<file path="config.mk">
export PLATFORM = sky130hd
export DESIGN_NAME = shift_arbiter
export DESIGN_NICKNAME = d
export VERILOG_FILES = /design/src/rtl/shift_arbiter.sv
export SDC_FILE = /design/constraint.sdc
export NUM_CORES = 1
export LEC_CHECK = 0
export CAP_MARGIN = 40
export CORE_ASPECT_RATIO = 0.75
export CORE_MARGIN = 5
export CORE_UTILIZATION = 37
export CTS_CLUSTER_DIAMETER = 120
export DETAILED_ROUTE_END_ITERATION = 10
export PLACE_DENSITY_LB_ADDON = 0.1
export SYNTH_ARGS = -nofsm -noshare
export SYNTH_HDL_FRONTEND = slang
export SYNTH_SLANG_ARGS = --single-unit
</file>
<file path="constraint.sdc">
create_clock -name clk -period 1.7 [get_ports clk]
set_clock_uncertainty 0.1 [all_clocks]
set_input_delay 0.34 -clock clk [delete_from_list [all_inputs] [get_ports clk]]
set_output_delay 0.34 -clock clk [all_outputs]
set_load 0.02 [all_outputs]
</file>
<file path="src/rtl/shift_arbiter.sv">
`default_nettype none
// ============================================================================
// Module   : shift_arbiter
// Purpose  : Shares one external 32-bit left barrel shifter between two
//            requesters: arbitrate, drive operands, capture result, pulse done.
//            Define SHIFT_ARB_RR_EN for round-robin ties (default: req0 wins).
// Revision : 1.0 - initial release
// ============================================================================
module shift_arbiter (
    input  logic        clk,
    input  logic        reset,
    input  logic        req0,
    input  logic [31:0] a0,
    input  logic [4:0]  amt0,
    input  logic        fill0,
    input  logic        req1,
    input  logic [31:0] a1,
    input  logic [4:0]  amt1,
    input  logic        fill1,
    output logic        done0,
    output logic        done1,
    output logic [31:0] res,
    output logic        busy,
    output logic [31:0] sh_a,
    output logic [31:0] sh_b,
    output logic        sh_s,
    input  logic [31:0] sh_r
);

    localparam logic [1:0] c_st_idle  = 2'd0;
    localparam logic [1:0] c_st_shift = 2'd1;
    localparam logic [1:0] c_st_resp  = 2'd2;

    logic [1:0]  state_q,   state_d;
    logic        gnt_q,     gnt_d;
    logic [31:0] sh_a_q,    sh_a_d;
    logic [4:0]  sh_amt_q,  sh_amt_d;
    logic        sh_s_q,    sh_s_d;
    logic [31:0] res_q,     res_d;
    logic        done0_q,   done0_d;
    logic        done1_q,   done1_d;
    logic        busy_q,    busy_d;
    logic        w_win_id;

`ifdef SHIFT_ARB_RR_EN
    logic        rr_q,      rr_d;
    logic        w_tie;

    // rr points at the requester that loses nothing on the next tie
    always_comb begin
        w_tie    = req0 & req1;
        w_win_id = w_tie ? rr_q : req1;
    end
`else
    always_comb begin
        w_win_id = req1 & ~req0;
    end
`endif

    always_comb begin
        state_d  = state_q;
        gnt_d    = gnt_q;
        sh_a_d   = sh_a_q;
        sh_amt_d = sh_amt_q;
        sh_s_d   = sh_s_q;
        res_d    = res_q;
        busy_d   = busy_q;
        done0_d  = 1'b0;
        done1_d  = 1'b0;
`ifdef SHIFT_ARB_RR_EN
        rr_d     = rr_q;
`endif
        case (state_q)
            c_st_idle: begin
                if (req0 | req1) begin
                    state_d  = c_st_shift;
                    busy_d   = 1'b1;
                    gnt_d    = w_win_id;
                    sh_a_d   = w_win_id ? a1    : a0;
                    sh_amt_d = w_win_id ? amt1  : amt0;
                    sh_s_d   = w_win_id ? fill1 : fill0;
`ifdef SHIFT_ARB_RR_EN
                    rr_d     = ~w_win_id;
`endif
                end
            end
            c_st_shift: begin
                // Shifter has had the whole SHIFT cycle to settle
                state_d = c_st_resp;
                res_d   = sh_r;
                done0_d = ~gnt_q;
                done1_d = gnt_q;
            end
            c_st_resp: begin
                state_d = c_st_idle;
                busy_d  = 1'b0;
            end
            default: begin
                state_d = c_st_idle;
                busy_d  = 1'b0;
            end
        endcase
    end

    always_ff @(posedge clk) begin
        if (reset) begin
            state_q  <= c_st_idle;
            gnt_q    <= 1'b0;
            sh_a_q   <= 32'd0;
            sh_amt_q <= 5'd0;
            sh_s_q   <= 1'b0;
            res_q    <= 32'd0;
            done0_q  <= 1'b0;
            done1_q  <= 1'b0;
            busy_q   <= 1'b0;
`ifdef SHIFT_ARB_RR_EN
            rr_q     <= 1'b0;
`endif
        end else begin
            state_q  <= state_d;
            gnt_q    <= gnt_d;
            sh_a_q   <= sh_a_d;
            sh_amt_q <= sh_amt_d;
            sh_s_q   <= sh_s_d;
            res_q    <= res_d;
            done0_q  <= done0_d;
            done1_q  <= done1_d;
            busy_q   <= busy_d;
`ifdef SHIFT_ARB_RR_EN
            rr_q     <= rr_d;
`endif
        end
    end

    assign done0 = done0_q;
    assign done1 = done1_q;
    assign res   = res_q;
    assign busy  = busy_q;
    assign sh_a  = sh_a_q;
    assign sh_b  = {27'd0, sh_amt_q};
    assign sh_s  = sh_s_q;

endmodule
`default_nettype wire

</file>
**Word-level counts from Yosys, hierarchy flattened**

Cells that the tools add are included.

- Input port bits: 112
- Output and inout port bits: 100
- Word-level logic and storage cells: 27
- Register bits after elaboration: 76

- Bitwise gates (word level): 5
- Multiplexer cells: 7
- Equality and inequality tests: 2
- Reduce and logical (&&, ||, !) cells: 4

Operator list:

| operator | number |
|---|---|
| 32-bit 2-to-1 mux | 1 |
| 5-bit 2-to-1 mux | 1 |
| 2-bit case mux with 2 select lines | 1 |
| 2-bit AND reduction | 2 |
| 1-bit NOT | 3 |
| 2-bit by 1-bit equality test with 1-bit output, second input constant | 1 |
| 2-bit logical NOT | 1 |
| 1-bit 2-to-1 mux | 2 |
| 2-bit 2-to-1 mux | 1 |
| 2-bit inequality test, second input constant | 1 |
| 1-bit case mux with 2 select lines | 1 |
| 2-bit OR reduction | 1 |
| 1-bit AND | 1 |
| 1-bit OR | 1 |

**Longest topological paths before layout**

- Depth in word-level cells: 3
- Gate-level depth with buffers: 7
- Mapped depth without buffers: 3

**Least setup slack after synthesis**

Ideal clock, no wire load.

- Path type: input to register
- Start point: input req0
- End point: register sh_a_q[0] (netlist: sh_a[0])
- Path slack: 161 ps
- Setup time: 89 ps
- Arrival: 1350 ps
- Stages: 7
- Required time: 1511 ps
- Path through: buf_6 > or2_1 > clkbuf_1 > and2_1 > buf_6 > buf_6 > a311oi_2

- Cells in the longest elaborated chain, start to end: 3
- Elaborated cells between the ends (all ways): 5
- Classes of those cells: 1 x mux; 3 x bitwise; 1 x reduce/logical

Ends and longest elaborated chain:

| item | RTL line | source |
|---|---|---|
| start, declared | 12 | `input logic req0,` |
| 1-bit NOT | 56 | `w_win_id = req1 & ~req0;` |
| 1-bit AND | 56 |  |
| 32-bit 2-to-1 mux | 79 | `sh_a_d = w_win_id ? a1 : a0;` |
| end signal, assigned | 109 | `sh_a_q <= 32'd0;` |
| end signal, assigned | 122 | `sh_a_q <= sh_a_d;` |
| end, declared | 36 | `logic [31:0] sh_a_q, sh_a_d;` |

Several ways; a longest one is shown, not always the timed one.
A chain may end at the register's enable or synchronous reset.

**Final worst setup path**

- Start point: input req0
- End point: register sh_amt_q[3]

- Cells in the longest elaborated chain, start to end: 3
- Elaborated cells between the ends (all ways): 5
- Classes of those cells: 1 x mux; 3 x bitwise; 1 x reduce/logical

Ends and longest elaborated chain:

| item | RTL line | source |
|---|---|---|
| 1-bit NOT | 56 |  |
| 1-bit AND | 56 |  |
| 5-bit 2-to-1 mux | 80 | `sh_amt_d = w_win_id ? amt1 : amt0;` |
| end signal, assigned | 123 | `sh_amt_q <= sh_amt_d;` |
| end, declared | 37 | `logic [4:0] sh_amt_q, sh_amt_d;` |

Several ways; a longest one is shown, not always the timed one.

==> reports/results.txt <==
Yosys attributes the largest share of cell area to sky130_fd_sc_hd__dfxtp_1, sky130_fd_sc_hd__nand2_1, sky130_fd_sc_hd__a21oi_1, sky130_fd_sc_hd__a311oi_2, sky130_fd_sc_hd__buf_4. For the sequential element share of the synthesized area, the log shows 44.1%. Data arrives at the worst endpoint at 1.72 ns.

CTS saw 76 sinks. The horizontal extent of the die was 122 um. The wire-length estimate of the detail-placed layout is 7.86 mm. The tools report the via count of the first global-routing pass as 3198. The run gives 1640 sq um as the area taken by multi-input logic gates. The flow ran to the end, and the final reports show no timing, DRC or antenna violations. The count of buffers from port buffering is 184.

The synthesis-to-finish area growth is 61.0%, and the post-cts hold buffer count is 0. By count the netlist is led by sky130_fd_sc_hd__nand2_1, sky130_fd_sc_hd__dfxtp_1, sky130_fd_sc_hd__a21oi_1. The row count is 30, and the power per cell area is 941 nW/um^2.

Combined area of all synthesized cells: 3450 sq um. In this run the static leakage power is 2.44 nW. TritonCTS created 9 clock buffers. The number of synthesized register bits works out to 76.

The logs give 0 for the number of warnings issued by yosys and 2 for the maximum clock path buffer count. TritonCTS built the clock tree. The maximum fanout encountered on the critical timing path came out at 24. The kind of capture point of the worst setup path is a flip-flop. The floorplan step defined a die boundary enclosing 11400 sq um. The count of flip-flops with a built-in enable after synthesis was 0; the final-stage net count was 691.

The overall overflow remaining after global route is 0. Detailed routing inserted a total of 3295 vias. Cells with a size suffix above 1 make up 9.59% of the layout. The number of antenna violations at the first check in global routing is 0, and the highest clock rate is 631 MHz. The worst path in the final design needs a cycle of 1.58 ns, including I/O delays and setup.

The H-tree generated during clock tree synthesis spans 3 levels. The path class of the tightest hold or removal check is input pin to flip-flop. The detail route stage leaves a number of antenna-violating nets equal to 0. STA classifies the critical path startpoint as an input pin. The proportion of netlist area held by the largest area contributor was 44.1%. The most common cell in the synthesized netlist is sky130_fd_sc_hd__nand2_1. Setup repair after global routing left no endpoint under its margin. On the final layout, the worst hold slack is 0.233 ns. The number of antenna diodes in the final layout is 0. The first global-routing pass estimated 16.8 mm of wire. The effective utilization at floorplan came out at 38.0%. Setup violations remaining at the end of the flow were counted as 0. For this block, the initial DRC count from the detailed router was 148.

Dividing the detail-routed wire length by the instance count gives 15.2 um. For the worst-skew pair, the clock arrives at the later sink with an insertion delay of 0.32 ns. Clock tree synthesis selected as its root buffer the cell sky130_fd_sc_hd__clkbuf_16.

The logs give 1.83 ns for the required time at the endpoint of the critical path and 0 for the total count of hold-check failures in the final report. After detailed routing, the number of remaining DRC violations is 0. The aggregate global-route resource usage was 18.3%; the share of synthesized registers carrying an async set or reset was 0%.

The max capacitance violation total was 0. For the number of instances in the synthesized netlist, the log shows 407. The biggest area contributor in the post-synthesis netlist is sky130_fd_sc_hd__dfxtp_1.

The logs give 9080 sq um for the area of the core and 33 for the maximum number of pins on one net before global-route repair. The global placer's final weighted congestion was 0.791; the detail-routed via count per cell was 4.63. The type of the worst setup path is input pin to flip-flop. The tools report the max-slew violation count as 0.

The average footprint of a synthesized cell is 8.48 sq um, and the count of cell types in the netlist is 20. The period utilization was 93.2%; the worst IR drop on VDD was 0.000516 V. For this run, the leading register cell type out of synthesis is sky130_fd_sc_hd__dfxtp_1. For the area used by sequential logic in the layout, the log shows 1520 sq um. First-pass iteration count of the detailed router: 4. Power comes to 0.00523 W.

The total detailed-routing wirelength is 10.8 mm. 212 I/O pins were placed. The run gives 845 as the number of fill cells in the layout. After clock tree synthesis, the clock-pin slew on the worst setup and hold paths is 0.06 ns. Vertical die dimension: 93.6 um.
power breakdown:
part | internal (W) | switching, W | total, W | leakage (nW)
combinational | 0.000599 | 0.000703 | 0.00130 | 1.67
sequential | 0.00194 | 0.0000788 | 0.00202 | 0.627
clock | 0.00117 | 0.000732 | 0.00191 | 0.144
state kept, by name (all words and copies together), names as in the netlist:
name	flops
done1	1
sh_a	32
sh_amt_q	5
res	32
sh_s	1
state_q	2
busy	1
done0	1
gnt_q	1
per-layer routing:
| layer | up-vias | share of wire [%] | track usage, % | routed length [um] |
|---|---|---|---|---|
| li1 | 1670 | - | - | - |
| met1 | 1497 | 44 | 23.8 | 4710 |
| met2 | 126 | 46 | 29.0 | 5020 |
| met3 | 2 | 9.5 | 7.44 | 1030 |
| met4 | 0 | 0.37 | 3.08 | 40 |
| met5 | - | 0 | 0 | 0 |
path summary, 6_finish.rpt:
kind	end	cells after the start	startpoint	slack (ns)
worst max-delay path	sh_amt_q[3]	5	req0	0.12
worst min-delay path	sh_a[14]	2	reset	0.23
worst max register to register	gnt_q	4	state_q[1]	0.32
worst min register to register	res[2]	2	res[2]	0.35
layout by cell type, fill, tap and decap left out, types with 9 or more instances in the layout:
master / count
sky130_fd_sc_hd__clkbuf_16: 9
sky130_fd_sc_hd__mux2i_1: 14
sky130_fd_sc_hd__buf_4: 13
sky130_fd_sc_hd__a311oi_2: 20
sky130_fd_sc_hd__dfxtp_1: 76
sky130_fd_sc_hd__nand2_1: 113
sky130_fd_sc_hd__a21oi_1: 72
sky130_fd_sc_hd__nand2b_1: 15
sky130_fd_sc_hd__clkdlybuf4s50_1: 110
sky130_fd_sc_hd__a211oi_1: 15
sky130_fd_sc_hd__conb_1: 27
sky130_fd_sc_hd__dlygate4sd2_1: 71
layout make-up:
type | count | share of cell area [%]
flip-flops and latches | 76 | 27.4
multi-input cells | 291 | 29.5
repair buffers | 201 | 34.8
clock buffers | 10 | 4.30
clock inverters | 6 | 1.15
well taps | 128 | 2.88
worst max-delay path, stage by stage:
cell	delay [ns]
sky130_fd_sc_hd__clkdlybuf4s50_1	0.54
sky130_fd_sc_hd__or2_1	0.17
sky130_fd_sc_hd__buf_4	0.29
sky130_fd_sc_hd__a21oi_1	0.13
sky130_fd_sc_hd__a311oi_2	0.24
cells by family (layout without fill, tap and decap cells):
logic type | after synthesis | in the layout | synth area share [%]
other | 1 | 27 | 0.109
buffers and inverters | 66 | 217 | 11.5
muxes | 14 | 14 | 4.06
and+or+nand+nor | 139 | 139 | 16.8
DFF | 76 | 76 | 44.1
AOI/OAI and AO/OA | 111 | 111 | 23.4
what timing repair did:
action / in CTS / in global routing
setup buffers: 0 / 0
pin swaps: 0 / 0
gates cloned: 0 / 0
setup endpoints to repair: 71 / 2
resized for setup: 71 / 2
hold endpoints to repair: 0 / 0
metrics by stage:
| step | instances | utilization (%) | TNS, ns | setup slack [ns] | area, sq um |
|---|---|---|---|---|---|
| after floorplan | 433 | - | 0 | 0.161 | 3550 |
| after global placement | 696 | 58.7 | -3.34 | -0.130 | 5340 |
| after detailed placement | 696 | 58.7 | -5.61 | -0.219 | 5340 |
| after CTS | 712 | 61.1 | 0 | 0.00134 | 5550 |
| after global routing | 712 | 61.2 | 0 | 0.0239 | 5560 |
| final | 712 | 61.2 | 0 | 0.116 | 5560 |
Note: power is estimated with default switching activity, not from simulation.
